### src/rtl/axi_mem_arbiter2_if.sv
// One AXI-style port (4-bit IDs, 4-bit burst length) with the AW, W, B, AR and R channels.
// The master modport is what a bus master drives; the slave modport is the memory's view.
interface axi_mem_arbiter2_if #(
   parameter int unsigned DATA_WIDTH    = 32,
   parameter int unsigned ADDRESS_WIDTH = 32
);
   localparam int unsigned STRB_WIDTH = DATA_WIDTH / 8;

   logic                     awvalid;
   logic                     awready;
   logic [3:0]               awid;
   logic [ADDRESS_WIDTH-1:0] awaddr;
   logic [3:0]               awlen;
   logic [2:0]               awsize;
   logic [1:0]               awburst;

   logic                     wvalid;
   logic                     wready;
   logic [3:0]               wid;
   logic [DATA_WIDTH-1:0]    wdata;
   logic [STRB_WIDTH-1:0]    wstrb;
   logic                     wlast;

   logic                     bvalid;
   logic                     bready;
   logic [3:0]               bid;
   logic [1:0]               bresp;

   logic                     arvalid;
   logic                     arready;
   logic [3:0]               arid;
   logic [ADDRESS_WIDTH-1:0] araddr;
   logic [3:0]               arlen;
   logic [2:0]               arsize;
   logic [1:0]               arburst;

   logic                     rvalid;
   logic                     rready;
   logic [3:0]               rid;
   logic [DATA_WIDTH-1:0]    rdata;
   logic [1:0]               rresp;
   logic                     rlast;

   modport master (
      output awvalid, awid, awaddr, awlen, awsize, awburst,
      input  awready,
      output wvalid, wid, wdata, wstrb, wlast,
      input  wready,
      input  bvalid, bid, bresp,
      output bready,
      output arvalid, arid, araddr, arlen, arsize, arburst,
      input  arready,
      input  rvalid, rid, rdata, rresp, rlast,
      output rready
   );

   modport slave (
      input  awvalid, awid, awaddr, awlen, awsize, awburst,
      output awready,
      input  wvalid, wid, wdata, wstrb, wlast,
      output wready,
      output bvalid, bid, bresp,
      input  bready,
      input  arvalid, arid, araddr, arlen, arsize, arburst,
      output arready,
      output rvalid, rid, rdata, rresp, rlast,
      input  rready
   );
endinterface

### src/rtl/axi_mem_arbiter2.sv
// Two-master round-robin arbiter in front of one AXI-style memory slave.
// Write and read paths are arbitrated independently; a grant lives until B / last R handshake.
module axi_mem_arbiter2 #(
   parameter int unsigned DATA_WIDTH    = 32,
   parameter int unsigned ADDRESS_WIDTH = 32
) (
   input  logic               aclk,
   input  logic               arstn,
   axi_mem_arbiter2_if.slave  m0,
   axi_mem_arbiter2_if.slave  m1,
   axi_mem_arbiter2_if.master s,
   output logic [1:0]         wr_gnt,
   output logic [1:0]         rd_gnt,
   output logic               wr_len_err,
   output logic               rd_len_err
);
   localparam int unsigned STRB_WIDTH = DATA_WIDTH / 8;
   localparam int unsigned CNT_WIDTH  = 5;
   localparam logic [CNT_WIDTH-1:0] CNT_MAX = CNT_WIDTH'(16);

   typedef enum logic [1:0] {WR_IDLE, WR_ADDR, WR_DATA, WR_RESP} wr_state_t;
   typedef enum logic [1:0] {RD_IDLE, RD_ADDR, RD_DATA} rd_state_t;

   wr_state_t              wr_state;
   rd_state_t              rd_state;
   logic                   wr_ptr;
   logic                   rd_ptr;
   logic [CNT_WIDTH-1:0]   wr_cnt;
   logic [CNT_WIDTH-1:0]   rd_cnt;
   logic [3:0]             wr_len;
   logic [3:0]             rd_len;
   logic [1:0]             wr_req;
   logic [1:0]             rd_req;

   logic [ADDRESS_WIDTH-1:0] awaddr_sel;
   logic [ADDRESS_WIDTH-1:0] araddr_sel;
   logic [DATA_WIDTH-1:0]    wdata_sel;
   logic [STRB_WIDTH-1:0]    wstrb_sel;

   // ptr = 1 favours master 1 when both request; a lone requester always wins
   function automatic logic [1:0] rr_pick(input logic [1:0] req, input logic ptr);
      return (req == 2'b11) ? (ptr ? 2'b10 : 2'b01) : req;
   endfunction

   function automatic logic [CNT_WIDTH-1:0] cnt_inc(input logic [CNT_WIDTH-1:0] c);
      return (c == CNT_MAX) ? c : c + CNT_WIDTH'(1);
   endfunction

   // A saturated counter means the last beat is at least the 17th, always wrong
   function automatic logic len_bad(input logic [CNT_WIDTH-1:0] c, input logic [3:0] len);
      return (c == CNT_MAX) || (cnt_inc(c) != ({1'b0, len} + CNT_WIDTH'(1)));
   endfunction

   assign wr_req = {m1.awvalid, m0.awvalid};
   assign rd_req = {m1.arvalid, m0.arvalid};

   always_ff @(posedge aclk or negedge arstn) begin
      if (!arstn) begin
         wr_state   <= WR_IDLE;
         wr_gnt     <= 2'b00;
         wr_ptr     <= 1'b0;
         wr_cnt     <= '0;
         wr_len     <= '0;
         wr_len_err <= 1'b0;
      end else begin
         wr_len_err <= 1'b0;
         case (wr_state)
            WR_IDLE: if (|wr_req) begin
               wr_gnt   <= rr_pick(wr_req, wr_ptr);
               wr_state <= WR_ADDR;
            end
            WR_ADDR: if (s.awvalid && s.awready) begin
               wr_len   <= s.awlen;
               wr_cnt   <= '0;
               wr_state <= WR_DATA;
            end
            WR_DATA: if (s.wvalid && s.wready) begin
               wr_cnt <= cnt_inc(wr_cnt);
               if (s.wlast) begin
                  wr_len_err <= len_bad(wr_cnt, wr_len);
                  wr_state   <= WR_RESP;
               end
            end
            WR_RESP: if (s.bvalid && s.bready) begin
               wr_gnt   <= 2'b00;
               wr_ptr   <= wr_gnt[0];
               wr_state <= WR_IDLE;
            end
            default: wr_state <= WR_IDLE;
         endcase
      end
   end

   always_ff @(posedge aclk or negedge arstn) begin
      if (!arstn) begin
         rd_state   <= RD_IDLE;
         rd_gnt     <= 2'b00;
         rd_ptr     <= 1'b0;
         rd_cnt     <= '0;
         rd_len     <= '0;
         rd_len_err <= 1'b0;
      end else begin
         rd_len_err <= 1'b0;
         case (rd_state)
            RD_IDLE: if (|rd_req) begin
               rd_gnt   <= rr_pick(rd_req, rd_ptr);
               rd_state <= RD_ADDR;
            end
            RD_ADDR: if (s.arvalid && s.arready) begin
               rd_len   <= s.arlen;
               rd_cnt   <= '0;
               rd_state <= RD_DATA;
            end
            RD_DATA: if (s.rvalid && s.rready) begin
               rd_cnt <= cnt_inc(rd_cnt);
               if (s.rlast) begin
                  rd_len_err <= len_bad(rd_cnt, rd_len);
                  rd_gnt     <= 2'b00;
                  rd_ptr     <= rd_gnt[0];
                  rd_state   <= RD_IDLE;
               end
            end
            default: rd_state <= RD_IDLE;
         endcase
      end
   end

   // Write path routing: handshakes gated by state and grant, payload by grant only
   assign awaddr_sel = wr_gnt[1] ? m1.awaddr : (wr_gnt[0] ? m0.awaddr : '0);
   assign wdata_sel  = wr_gnt[1] ? m1.wdata  : (wr_gnt[0] ? m0.wdata  : '0);
   assign wstrb_sel  = wr_gnt[1] ? m1.wstrb  : (wr_gnt[0] ? m0.wstrb  : '0);

   assign s.awvalid = (wr_state == WR_ADDR) && |(wr_gnt & {m1.awvalid, m0.awvalid});
   assign s.awid    = wr_gnt[1] ? m1.awid    : (wr_gnt[0] ? m0.awid    : '0);
   assign s.awaddr  = awaddr_sel;
   assign s.awlen   = wr_gnt[1] ? m1.awlen   : (wr_gnt[0] ? m0.awlen   : '0);
   assign s.awsize  = wr_gnt[1] ? m1.awsize  : (wr_gnt[0] ? m0.awsize  : '0);
   assign s.awburst = wr_gnt[1] ? m1.awburst : (wr_gnt[0] ? m0.awburst : '0);

   assign s.wvalid  = (wr_state == WR_DATA) && |(wr_gnt & {m1.wvalid, m0.wvalid});
   assign s.wid     = wr_gnt[1] ? m1.wid   : (wr_gnt[0] ? m0.wid   : '0);
   assign s.wdata   = wdata_sel;
   assign s.wstrb   = wstrb_sel;
   assign s.wlast   = wr_gnt[1] ? m1.wlast : (wr_gnt[0] ? m0.wlast : 1'b0);

   assign s.bready  = (wr_state == WR_RESP) && |(wr_gnt & {m1.bready, m0.bready});

   assign m0.awready = (wr_state == WR_ADDR) && wr_gnt[0] && s.awready;
   assign m1.awready = (wr_state == WR_ADDR) && wr_gnt[1] && s.awready;
   assign m0.wready  = (wr_state == WR_DATA) && wr_gnt[0] && s.wready;
   assign m1.wready  = (wr_state == WR_DATA) && wr_gnt[1] && s.wready;
   assign m0.bvalid  = (wr_state == WR_RESP) && wr_gnt[0] && s.bvalid;
   assign m1.bvalid  = (wr_state == WR_RESP) && wr_gnt[1] && s.bvalid;
   assign m0.bid     = wr_gnt[0] ? s.bid   : '0;
   assign m1.bid     = wr_gnt[1] ? s.bid   : '0;
   assign m0.bresp   = wr_gnt[0] ? s.bresp : '0;
   assign m1.bresp   = wr_gnt[1] ? s.bresp : '0;

   // Read path routing
   assign araddr_sel = rd_gnt[1] ? m1.araddr : (rd_gnt[0] ? m0.araddr : '0);

   assign s.arvalid = (rd_state == RD_ADDR) && |(rd_gnt & {m1.arvalid, m0.arvalid});
   assign s.arid    = rd_gnt[1] ? m1.arid    : (rd_gnt[0] ? m0.arid    : '0);
   assign s.araddr  = araddr_sel;
   assign s.arlen   = rd_gnt[1] ? m1.arlen   : (rd_gnt[0] ? m0.arlen   : '0);
   assign s.arsize  = rd_gnt[1] ? m1.arsize  : (rd_gnt[0] ? m0.arsize  : '0);
   assign s.arburst = rd_gnt[1] ? m1.arburst : (rd_gnt[0] ? m0.arburst : '0);

   assign s.rready  = (rd_state == RD_DATA) && |(rd_gnt & {m1.rready, m0.rready});

   assign m0.arready = (rd_state == RD_ADDR) && rd_gnt[0] && s.arready;
   assign m1.arready = (rd_state == RD_ADDR) && rd_gnt[1] && s.arready;
   assign m0.rvalid  = (rd_state == RD_DATA) && rd_gnt[0] && s.rvalid;
   assign m1.rvalid  = (rd_state == RD_DATA) && rd_gnt[1] && s.rvalid;
   assign m0.rid     = rd_gnt[0] ? s.rid   : '0;
   assign m1.rid     = rd_gnt[1] ? s.rid   : '0;
   assign m0.rdata   = rd_gnt[0] ? s.rdata : '0;
   assign m1.rdata   = rd_gnt[1] ? s.rdata : '0;
   assign m0.rresp   = rd_gnt[0] ? s.rresp : '0;
   assign m1.rresp   = rd_gnt[1] ? s.rresp : '0;
   assign m0.rlast   = rd_gnt[0] ? s.rlast : 1'b0;
   assign m1.rlast   = rd_gnt[1] ? s.rlast : 1'b0;
endmodule

### src/flat_wrapper.sv
// flat-port wrapper written by rule: the top's interface ports become plain ports
module axi_mem_arbiter2_flat 
#(
   parameter int unsigned DATA_WIDTH    = 32,
   parameter int unsigned ADDRESS_WIDTH = 32
)
  (aclk, arstn, wr_gnt, rd_gnt, wr_len_err, rd_len_err, m0_awvalid, m0_awid, m0_awaddr, m0_awlen, m0_awsize, m0_awburst, m0_awready, m0_wvalid, m0_wid, m0_wdata, m0_wstrb, m0_wlast, m0_wready, m0_bvalid, m0_bid, m0_bresp, m0_bready, m0_arvalid, m0_arid, m0_araddr, m0_arlen, m0_arsize, m0_arburst, m0_arready, m0_rvalid, m0_rid, m0_rdata, m0_rresp, m0_rlast, m0_rready, m1_awvalid, m1_awid, m1_awaddr, m1_awlen, m1_awsize, m1_awburst, m1_awready, m1_wvalid, m1_wid, m1_wdata, m1_wstrb, m1_wlast, m1_wready, m1_bvalid, m1_bid, m1_bresp, m1_bready, m1_arvalid, m1_arid, m1_araddr, m1_arlen, m1_arsize, m1_arburst, m1_arready, m1_rvalid, m1_rid, m1_rdata, m1_rresp, m1_rlast, m1_rready, s_awvalid, s_awid, s_awaddr, s_awlen, s_awsize, s_awburst, s_awready, s_wvalid, s_wid, s_wdata, s_wstrb, s_wlast, s_wready, s_bvalid, s_bid, s_bresp, s_bready, s_arvalid, s_arid, s_araddr, s_arlen, s_arsize, s_arburst, s_arready, s_rvalid, s_rid, s_rdata, s_rresp, s_rlast, s_rready);
  axi_mem_arbiter2_if #(.DATA_WIDTH(DATA_WIDTH), .ADDRESS_WIDTH(ADDRESS_WIDTH)) m0_i ();
  axi_mem_arbiter2_if #(.DATA_WIDTH(DATA_WIDTH), .ADDRESS_WIDTH(ADDRESS_WIDTH)) m1_i ();
  axi_mem_arbiter2_if #(.DATA_WIDTH(DATA_WIDTH), .ADDRESS_WIDTH(ADDRESS_WIDTH)) s_i ();
  input  logic aclk;
  input  logic arstn;
  output logic [1:0] wr_gnt;
  output logic [1:0] rd_gnt;
  output logic wr_len_err;
  output logic rd_len_err;
  input wire logic [$bits(m0_i.awvalid)-1:0] m0_awvalid;
  input wire logic [$bits(m0_i.awid)-1:0] m0_awid;
  input wire logic [$bits(m0_i.awaddr)-1:0] m0_awaddr;
  input wire logic [$bits(m0_i.awlen)-1:0] m0_awlen;
  input wire logic [$bits(m0_i.awsize)-1:0] m0_awsize;
  input wire logic [$bits(m0_i.awburst)-1:0] m0_awburst;
  output wire logic [$bits(m0_i.awready)-1:0] m0_awready;
  input wire logic [$bits(m0_i.wvalid)-1:0] m0_wvalid;
  input wire logic [$bits(m0_i.wid)-1:0] m0_wid;
  input wire logic [$bits(m0_i.wdata)-1:0] m0_wdata;
  input wire logic [$bits(m0_i.wstrb)-1:0] m0_wstrb;
  input wire logic [$bits(m0_i.wlast)-1:0] m0_wlast;
  output wire logic [$bits(m0_i.wready)-1:0] m0_wready;
  output wire logic [$bits(m0_i.bvalid)-1:0] m0_bvalid;
  output wire logic [$bits(m0_i.bid)-1:0] m0_bid;
  output wire logic [$bits(m0_i.bresp)-1:0] m0_bresp;
  input wire logic [$bits(m0_i.bready)-1:0] m0_bready;
  input wire logic [$bits(m0_i.arvalid)-1:0] m0_arvalid;
  input wire logic [$bits(m0_i.arid)-1:0] m0_arid;
  input wire logic [$bits(m0_i.araddr)-1:0] m0_araddr;
  input wire logic [$bits(m0_i.arlen)-1:0] m0_arlen;
  input wire logic [$bits(m0_i.arsize)-1:0] m0_arsize;
  input wire logic [$bits(m0_i.arburst)-1:0] m0_arburst;
  output wire logic [$bits(m0_i.arready)-1:0] m0_arready;
  output wire logic [$bits(m0_i.rvalid)-1:0] m0_rvalid;
  output wire logic [$bits(m0_i.rid)-1:0] m0_rid;
  output wire logic [$bits(m0_i.rdata)-1:0] m0_rdata;
  output wire logic [$bits(m0_i.rresp)-1:0] m0_rresp;
  output wire logic [$bits(m0_i.rlast)-1:0] m0_rlast;
  input wire logic [$bits(m0_i.rready)-1:0] m0_rready;
  input wire logic [$bits(m1_i.awvalid)-1:0] m1_awvalid;
  input wire logic [$bits(m1_i.awid)-1:0] m1_awid;
  input wire logic [$bits(m1_i.awaddr)-1:0] m1_awaddr;
  input wire logic [$bits(m1_i.awlen)-1:0] m1_awlen;
  input wire logic [$bits(m1_i.awsize)-1:0] m1_awsize;
  input wire logic [$bits(m1_i.awburst)-1:0] m1_awburst;
  output wire logic [$bits(m1_i.awready)-1:0] m1_awready;
  input wire logic [$bits(m1_i.wvalid)-1:0] m1_wvalid;
  input wire logic [$bits(m1_i.wid)-1:0] m1_wid;
  input wire logic [$bits(m1_i.wdata)-1:0] m1_wdata;
  input wire logic [$bits(m1_i.wstrb)-1:0] m1_wstrb;
  input wire logic [$bits(m1_i.wlast)-1:0] m1_wlast;
  output wire logic [$bits(m1_i.wready)-1:0] m1_wready;
  output wire logic [$bits(m1_i.bvalid)-1:0] m1_bvalid;
  output wire logic [$bits(m1_i.bid)-1:0] m1_bid;
  output wire logic [$bits(m1_i.bresp)-1:0] m1_bresp;
  input wire logic [$bits(m1_i.bready)-1:0] m1_bready;
  input wire logic [$bits(m1_i.arvalid)-1:0] m1_arvalid;
  input wire logic [$bits(m1_i.arid)-1:0] m1_arid;
  input wire logic [$bits(m1_i.araddr)-1:0] m1_araddr;
  input wire logic [$bits(m1_i.arlen)-1:0] m1_arlen;
  input wire logic [$bits(m1_i.arsize)-1:0] m1_arsize;
  input wire logic [$bits(m1_i.arburst)-1:0] m1_arburst;
  output wire logic [$bits(m1_i.arready)-1:0] m1_arready;
  output wire logic [$bits(m1_i.rvalid)-1:0] m1_rvalid;
  output wire logic [$bits(m1_i.rid)-1:0] m1_rid;
  output wire logic [$bits(m1_i.rdata)-1:0] m1_rdata;
  output wire logic [$bits(m1_i.rresp)-1:0] m1_rresp;
  output wire logic [$bits(m1_i.rlast)-1:0] m1_rlast;
  input wire logic [$bits(m1_i.rready)-1:0] m1_rready;
  output wire logic [$bits(s_i.awvalid)-1:0] s_awvalid;
  output wire logic [$bits(s_i.awid)-1:0] s_awid;
  output wire logic [$bits(s_i.awaddr)-1:0] s_awaddr;
  output wire logic [$bits(s_i.awlen)-1:0] s_awlen;
  output wire logic [$bits(s_i.awsize)-1:0] s_awsize;
  output wire logic [$bits(s_i.awburst)-1:0] s_awburst;
  input wire logic [$bits(s_i.awready)-1:0] s_awready;
  output wire logic [$bits(s_i.wvalid)-1:0] s_wvalid;
  output wire logic [$bits(s_i.wid)-1:0] s_wid;
  output wire logic [$bits(s_i.wdata)-1:0] s_wdata;
  output wire logic [$bits(s_i.wstrb)-1:0] s_wstrb;
  output wire logic [$bits(s_i.wlast)-1:0] s_wlast;
  input wire logic [$bits(s_i.wready)-1:0] s_wready;
  input wire logic [$bits(s_i.bvalid)-1:0] s_bvalid;
  input wire logic [$bits(s_i.bid)-1:0] s_bid;
  input wire logic [$bits(s_i.bresp)-1:0] s_bresp;
  output wire logic [$bits(s_i.bready)-1:0] s_bready;
  output wire logic [$bits(s_i.arvalid)-1:0] s_arvalid;
  output wire logic [$bits(s_i.arid)-1:0] s_arid;
  output wire logic [$bits(s_i.araddr)-1:0] s_araddr;
  output wire logic [$bits(s_i.arlen)-1:0] s_arlen;
  output wire logic [$bits(s_i.arsize)-1:0] s_arsize;
  output wire logic [$bits(s_i.arburst)-1:0] s_arburst;
  input wire logic [$bits(s_i.arready)-1:0] s_arready;
  input wire logic [$bits(s_i.rvalid)-1:0] s_rvalid;
  input wire logic [$bits(s_i.rid)-1:0] s_rid;
  input wire logic [$bits(s_i.rdata)-1:0] s_rdata;
  input wire logic [$bits(s_i.rresp)-1:0] s_rresp;
  input wire logic [$bits(s_i.rlast)-1:0] s_rlast;
  output wire logic [$bits(s_i.rready)-1:0] s_rready;
  assign m0_i.awvalid = m0_awvalid;
  assign m0_i.awid = m0_awid;
  assign m0_i.awaddr = m0_awaddr;
  assign m0_i.awlen = m0_awlen;
  assign m0_i.awsize = m0_awsize;
  assign m0_i.awburst = m0_awburst;
  assign m0_awready = m0_i.awready;
  assign m0_i.wvalid = m0_wvalid;
  assign m0_i.wid = m0_wid;
  assign m0_i.wdata = m0_wdata;
  assign m0_i.wstrb = m0_wstrb;
  assign m0_i.wlast = m0_wlast;
  assign m0_wready = m0_i.wready;
  assign m0_bvalid = m0_i.bvalid;
  assign m0_bid = m0_i.bid;
  assign m0_bresp = m0_i.bresp;
  assign m0_i.bready = m0_bready;
  assign m0_i.arvalid = m0_arvalid;
  assign m0_i.arid = m0_arid;
  assign m0_i.araddr = m0_araddr;
  assign m0_i.arlen = m0_arlen;
  assign m0_i.arsize = m0_arsize;
  assign m0_i.arburst = m0_arburst;
  assign m0_arready = m0_i.arready;
  assign m0_rvalid = m0_i.rvalid;
  assign m0_rid = m0_i.rid;
  assign m0_rdata = m0_i.rdata;
  assign m0_rresp = m0_i.rresp;
  assign m0_rlast = m0_i.rlast;
  assign m0_i.rready = m0_rready;
  assign m1_i.awvalid = m1_awvalid;
  assign m1_i.awid = m1_awid;
  assign m1_i.awaddr = m1_awaddr;
  assign m1_i.awlen = m1_awlen;
  assign m1_i.awsize = m1_awsize;
  assign m1_i.awburst = m1_awburst;
  assign m1_awready = m1_i.awready;
  assign m1_i.wvalid = m1_wvalid;
  assign m1_i.wid = m1_wid;
  assign m1_i.wdata = m1_wdata;
  assign m1_i.wstrb = m1_wstrb;
  assign m1_i.wlast = m1_wlast;
  assign m1_wready = m1_i.wready;
  assign m1_bvalid = m1_i.bvalid;
  assign m1_bid = m1_i.bid;
  assign m1_bresp = m1_i.bresp;
  assign m1_i.bready = m1_bready;
  assign m1_i.arvalid = m1_arvalid;
  assign m1_i.arid = m1_arid;
  assign m1_i.araddr = m1_araddr;
  assign m1_i.arlen = m1_arlen;
  assign m1_i.arsize = m1_arsize;
  assign m1_i.arburst = m1_arburst;
  assign m1_arready = m1_i.arready;
  assign m1_rvalid = m1_i.rvalid;
  assign m1_rid = m1_i.rid;
  assign m1_rdata = m1_i.rdata;
  assign m1_rresp = m1_i.rresp;
  assign m1_rlast = m1_i.rlast;
  assign m1_i.rready = m1_rready;
  assign s_awvalid = s_i.awvalid;
  assign s_awid = s_i.awid;
  assign s_awaddr = s_i.awaddr;
  assign s_awlen = s_i.awlen;
  assign s_awsize = s_i.awsize;
  assign s_awburst = s_i.awburst;
  assign s_i.awready = s_awready;
  assign s_wvalid = s_i.wvalid;
  assign s_wid = s_i.wid;
  assign s_wdata = s_i.wdata;
  assign s_wstrb = s_i.wstrb;
  assign s_wlast = s_i.wlast;
  assign s_i.wready = s_wready;
  assign s_i.bvalid = s_bvalid;
  assign s_i.bid = s_bid;
  assign s_i.bresp = s_bresp;
  assign s_bready = s_i.bready;
  assign s_arvalid = s_i.arvalid;
  assign s_arid = s_i.arid;
  assign s_araddr = s_i.araddr;
  assign s_arlen = s_i.arlen;
  assign s_arsize = s_i.arsize;
  assign s_arburst = s_i.arburst;
  assign s_i.arready = s_arready;
  assign s_i.rvalid = s_rvalid;
  assign s_i.rid = s_rid;
  assign s_i.rdata = s_rdata;
  assign s_i.rresp = s_rresp;
  assign s_i.rlast = s_rlast;
  assign s_rready = s_i.rready;
  axi_mem_arbiter2 #(.DATA_WIDTH(DATA_WIDTH), .ADDRESS_WIDTH(ADDRESS_WIDTH)) u_core (.aclk(aclk), .arstn(arstn), .m0(m0_i), .m1(m1_i), .s(s_i), .wr_gnt(wr_gnt), .rd_gnt(rd_gnt), .wr_len_err(wr_len_err), .rd_len_err(rd_len_err));
endmodule
### config.mk
export PLATFORM = sky130hd
export DESIGN_NAME = axi_mem_arbiter2_flat
export DESIGN_NICKNAME = d
export VERILOG_FILES = /design/src/rtl/axi_mem_arbiter2_if.sv /design/src/rtl/axi_mem_arbiter2.sv /design/src/flat_wrapper.sv
export SDC_FILE = /design/constraint.sdc
export NUM_CORES = 1
export LEC_CHECK = 0
export CAP_MARGIN = 20
export CELL_PAD_IN_SITES_DETAIL_PLACEMENT = 1
export CELL_PAD_IN_SITES_GLOBAL_PLACEMENT = 2
export CORE_AREA = 5 5 220 222
export DETAILED_ROUTE_END_ITERATION = 10
export DIE_AREA = 0 0 225 227
export PLACE_DENSITY = 0.79
export SLEW_MARGIN = 20
export SYNTH_ARGS = -nofsm -noshare
export SYNTH_HDL_FRONTEND = slang
export SYNTH_SLANG_ARGS = --single-unit
### constraint.sdc
create_clock -name aclk -period 4.2 [get_ports aclk]
set_input_delay 0.42 -clock aclk [delete_from_list [all_inputs] [get_ports aclk]]
set_output_delay 0.42 -clock aclk [all_outputs]
set_load 0.05 [all_outputs]
==> results.json, run 1 <==
{
  "drtIter0Drc": 230,
  "slowest_delay_ns": 0.88,
  "final_cell_mix": "clkdlybuf4s50_1, a22o_1, and2_1",
  "vias": 6151,
  "die_w_um": 225,
  "status": "finished clean",
  "cts_resized": 0,
  "max_cap_viol_count": 0,
  "worst_slew_pin_slew_ns": 1.05,
  "grt_overflow": 0,
  "fin_nets": 1349,
  "pin_count": 566,
  "ys_top_cells_by_area": "a22o_1, dfrtp_1, and2_1",
  "max-slew-margin-rel_pct": 30.0,
  "setup_tns_ns": 0,
  "power_frac_seq_pct": 7.1,
  "grt_pass1_wl_um": 52900,
  "viasPerCell": 3.80,
  "grt_pass1_vias": 6865,
  "synth-edff-count": 0,
  "hp-class": "reg -> reg",
  "worst-path-buf-inv": 2,
  "synth_area_um2": 3940,
  "coreArea_um2": 46200,
  "clk_latency_ns": 0.28,
  "clock-sinks": 30,
  "period_share_pct": 80.6,
  "yosys_warnings": 0,
  "htreeDepth": 2,
  "drive_above_1_share_pct": 8.20,
  "combPwrFrac_pct": 88.1,
  "worstPathArrival_ns": 2.97,
  "slowest_stage": "clkdlybuf4s50_1",
  "worstPathCellList": "and2b_4, buf_12, a22o_1, clkdlybuf4s50_1",
  "path_delay_family": "buffers and inverters",
  "fmax_ghz": 0.295,
  "cts_root_buf": "clkbuf_16",
  "ys.flop_type": "dfrtp_1",
  "ys_seq_area_share_pct": 19.0,
  "cts_hold_buf": 0,
  "cts_tree": "built",
  "grt_util_all_layers_pct": 14.6,
  "power_switching_share_pct": 62.0,
  "ys_ff_latch": 30,
  "leakage_uw": 0.00399,
  "synth_nets": 813,
  "final_common_cell": "clkdlybuf4s50_1",
  "initial_core_util_pct": 8.54,
  "rsz0062_at_grt": "no",
  "place.gp.congestion": 0.984,
  "path_class": "reg -> out",
  "synth.distinct_cells": 52,
  "clock_skew_ns": 0.0116,
  "area_growth_pct": 162,
  "die_h_um": 227,
  "drc": 0,
  "async_reset_ff_share_pct": 100,
  "portBuffers": 565,
  "fin_area_um2": 10300,
  "crit_path_start_kind": "flop",
  "vdd.ir_drop.worst_mv": 0.431,
  "setup_viol_count_final": 0,
  "hold_viol": 0,
  "synth_top_cell_area_share_pct": 28.7,
  "drv_slew": 0,
  "clock_path_buffers": 2,
  "detail_route.wl_per_cell_um": 24.7,
  "p_clk_share_pct": 4.8,
  "final_antenna_net_count": 0,
  "min_period_ns": 3.39,
  "dieArea_um2": 51100,
  "switching_power_uw": 4690,
  "synth_cells": 475,
  "dpl_cell_area_um2": 10200,
  "cts_setup_buffers": 0,
  "p_int_uw": 2870,
  "grt_max_degree": 102,
  "critPathMaxFanout": 46,
  "num_rows": 79,
  "p_per_area_nw_per_um2": 732,
  "postSynthAreaPerCell_um2": 8.30,
  "required_ns": 3.78,
  "dp_hpwl_um": 36400,
  "synth_top_cell_by_area": "a22o_1",
  "totalWireLength_um": 40100,
  "numCtsBuffers": 5,
  "antenna_found_initial": 5,
  "end_kind": "output port",
  "clk_pin_slew_ns": 0.06,
  "dr.pass1.iters": 4
}
[through the flow]
step	power (µW)	cells	hold slack [ns]	worst slack, ns	util, %
after CTS	7690	1619	0.534	0.816	22.4
after global routing	7870	1620	0.553	0.676	22.4
after floorplan	4730	475	0.124	1.51	-
final	7550	1620	0.533	0.813	22.4
after detailed placement	7290	1611	0.519	1.14	22.0
after global placement	7240	1611	0.509	1.16	22.0
[state kept, by name (all words and copies together), names as in the netlist]
name,count
u_core.rd_cnt,5
u_core.rd_gnt,2
u_core.rd_len,4
u_core.rd_len_err,1
u_core.rd_ptr,1
u_core.rd_state,2
u_core.wr_cnt,5
u_core.wr_gnt,2
u_core.wr_len,4
u_core.wr_len_err,1
u_core.wr_ptr,1
u_core.wr_state,2
[kinds of logic (layout without fill, tap and decap cells)]
group | count (synthesis) | after routing | share of synthesized area [%]
compound gates | 171 | 171 | 36.6
simple gates | 165 | 165 | 24.8
buf+inv | 61 | 598 | 6.25
flops | 30 | 30 | 19.0
xor+xnor | 18 | 18 | 4.35
mux | 16 | 16 | 4.51
fa+ha+maj | 14 | 14 | 4.44
other cells | 0 | 1 | 0
[final timing paths]
check / end / start / depth (start not counted) / slack (ns)
worst min register to register: u_core.wr_ptr / u_core.wr_ptr / 1 / 0.53
min in group asynchronous: u_core.rd_state[0] / arstn / 1 / 0.63
worst min-delay path: u_core.wr_ptr / u_core.wr_ptr / 1 / 0.53
worst max-delay path: s_wdata[3] / u_core.wr_gnt[0] / 4 / 0.81
worst max register to register: u_core.wr_state[1] / u_core.wr_gnt[1] / 6 / 1.75
max in group asynchronous: u_core.wr_gnt[1] / arstn / 2 / 2.82
[cell usage after synthesis, drive strengths merged, types with 2 or more instances]
cell and n:
mux2 14, a31oi 2, buf 15, xnor2 10, and2 90, a22o 130
clkbuf 28, nand2 23, xor2 7, dfrtp 30, nor2b 3, nor2 13
or4 2, ha 14, inv 18, nand4b 3, a211oi 3, a21oi 7
o21ai 16, and3 10, mux2i 2, nand2b 2, and2b 2, nor3b 2
nand3 10, o2111ai 2, a22oi 5
[metal layers]
layer | up-vias | part of all wire, % | GRT usage (%)
li1 | 2825 | - | -
met1 | 2884 | 32 | 13.5
met2 | 397 | 55 | 29.8
met3 | 41 | 8.6 | 4.47
met4 | 4 | 3.8 | 4.99
met5 | - | 0.085 | 0
[area by class of cell]
| cell class | instances | area (µm²) |
|---|---|---|
| Fill cell | 5446 | 35800 |
| Timing Repair Buffer | 572 | 5640 |
| Multi-Input combinational cell | 384 | 2950 |
| Tap cell | 607 | 759 |
| Sequential cell | 30 | 756 |
| Clock buffer | 6 | 139 |
| Inverter | 18 | 67.6 |
| Clock inverter | 2 | 12.5 |
| Antenna cell | 1 | 2.50 |
[power by group through the flow]
stage / sequential (µW) / combinational, µW / clock, µW
floorplan: 528 / 4200 / 0
global placement: 532 / 6710 / 0
detailed placement: 542 / 6750 / 0
CTS: 536 / 6770 / 382
global route: 562 / 6910 / 393
finish: 534 / 6650 / 366
Power figures use the tool's default switching activity.
==> inputs of run 2 (changes only) <==
Settings changed: CORE_AREA 5 5 220 222 to 5 5 217 219, DIE_AREA 0 0 225 227 to 0 0 222 224, PLACE_DENSITY 0.79 to 0.84.
Clock period 4.2 ns to 2.9 ns, I/O delays scaled along.
==> run 2 against run 1 <==
Combinational power is 74% higher. Register-to-register slack lost 1.1 ns. Critical path type unchanged. Routed wire length shrank 7.5%. Clock power rose by 42%.
==> results.json, run 2 (synthesized netlist as in run 1, its figures left out) <==
{
  "status": "finished clean",
  "setup_viol_count_final": 0,
  "fmax_ghz": 0.378,
  "portBuffers": 565,
  "clk_latency_ns": 0.28,
  "required_ns": 2.61,
  "hold_viol": 0,
  "area_growth_pct": 199,
  "pin_count": 566,
  "hold_ws_ns": 0.469,
  "max_cap_viol_count": 0,
  "dp_hpwl_um": 34400,
  "fin_nets": 1367,
  "cts_resized": 0,
  "cts_root_buf": "clkbuf_16",
  "rsz0062_at_grt": "no",
  "power_uw": 13000,
  "slowest_delay_ns": 0.84,
  "grt_max_degree": 51,
  "p_per_area_nw_per_um2": 1100,
  "final_common_cell": "clkdlybuf4s50_1",
  "viasPerCell": 3.83,
  "detail_route.wl_per_cell_um": 22.7,
  "grt_overflow": 0,
  "drc": 0,
  "max-slew-margin-rel_pct": 47.2,
  "coreArea_um2": 44900,
  "worst_slew_pin_slew_ns": 0.790,
  "dr.pass1.iters": 4,
  "crit_cells": 5,
  "totalWireLength_um": 37100,
  "path_delay_family": "buffers and inverters",
  "critPathMaxFanout": 8,
  "numCtsBuffers": 5,
  "initial_core_util_pct": 8.78,
  "min_period_ns": 2.64,
  "r2r_cells": 5,
  "final_cell_mix": "clkdlybuf4s50_1, buf_12, a22o_1",
  "place.gp.congestion": 0.921,
  "drtIter0Drc": 195,
  "cts_tree": "built",
  "num_rows": 78,
  "setup_tns_ns": 0,
  "vdd.ir_drop.worst_mv": 0.509,
  "dieArea_um2": 49700,
  "clock_skew_ns": 0.00211,
  "drive_above_1_share_pct": 20.0,
  "final_antenna_net_count": 0,
  "worstPathArrival_ns": 2.35,
  "drv_slew": 0,
  "end_kind": "output port",
  "die_w_um": 222,
  "htreeDepth": 2,
  "grt_util_all_layers_pct": 14.0,
  "period_share_pct": 91.2,
  "antenna_found_initial": 7,
  "largest_registers": "u_core.rd_cnt: 5 flops, u_core.wr_cnt: 5 flops",
  "grt_pass1_vias": 6960,
  "hp-class": "in -> async",
  "worst-path-buf-inv": 2,
  "crit_path_start_kind": "flop",
  "path_class": "reg -> out",
  "cts_hold_buf": 0,
  "clock-sinks": 30,
  "leakage_uw": 0.00471,
  "vias": 6254,
  "slowest_stage": "clkdlybuf4s50_1",
  "clock_path_buffers": 2,
  "cts_setup_buffers": 0,
  "worstPathCellList": "inv_1, ha_1, nand2_1, nor2_1, clkdlybuf4s50_1",
  "clk_pin_slew_ns": 0.05,
  "die_h_um": 224,
  "nFillCells": 5191,
  "grt_pass1_wl_um": 52000
}
==> run 2: cell types whose count changed in the layout (fill, tap and decap cells not counted), sizes merged <==
cell and delta:
clkbuf -1, clkinv +1, clkinvlp -1, buf +124, diode +2, clkdlybuf4s50 -106
==> run 2: stage by stage <==
stage	std cells	util, %	worst slack [ns]	instance area [µm²]
floorplan	475	-	0.341	3940
global placement	1622	26.0	0.614	11700
detailed placement	1622	26.0	0.524	11700
CTS	1629	26.3	0.220	11800
global route	1630	26.3	0.121	11800
finish	1632	26.3	0.255	11800
==> run 2: cell type report <==
cell class | count | area, µm² | area share [%]
Multi-Input combinational cell | 384 | 2950 | 25.0
Sequential cell | 30 | 756 | 6.40
Antenna cell | 3 | 7.51 | 0.0636
Inverter | 18 | 67.6 | 0.572
Tap cell | 600 | 751 | 6.36
Timing Repair Buffer | 590 | 7130 | 60.4
Clock buffer | 5 | 125 | 1.06
Clock inverter | 2 | 10.0 | 0.0848
==> run 2: worst paths after layout <==
kind | from | to | slack, ns
max in group asynchronous | arstn | u_core.rd_cnt[0] | 1.74
min in group aclk | u_core.wr_ptr | u_core.wr_ptr | 0.54
hold / removal | arstn | u_core.rd_len_err | 0.47
setup reg to reg | u_core.wr_gnt[0] | u_core.wr_state[1] | 0.64
setup / recovery | u_core.rd_state[0] | m1_rvalid | 0.26
hold reg to reg | u_core.wr_ptr | u_core.wr_ptr | 0.54
==> run 2: power by group <==
| part | total [µW] | leakage (µW) | switching (µW) | internal [µW] |
|---|---|---|---|---|
| Sequential | 808 | 0.000393 | 243 | 564 |
| Combinational | 11600 | 0.00425 | 6670 | 4960 |
| Clock | 518 | 0.0000695 | 207 | 310 |
| Total | 13000 | 0.00471 | 7120 | 5840 |
==> run 2: worst reg2reg max path: stages (launching register included) <==
cell and delay [ns]:
dfrtp_1 0.68, and2b_4 0.47, a22o_2 0.26, nand4b_1 0.18, a21oi_2 0.22, mux2_2 0.34
==> run 2: layer usage <==
metal	up-vias	wire length, µm	global-route usage [%]
met5	-	27	0
met4	4	926	2.35
met3	34	2790	4.23
met2	378	21200	29.9
met1	2968	12100	13.1
li1	2870	-	-
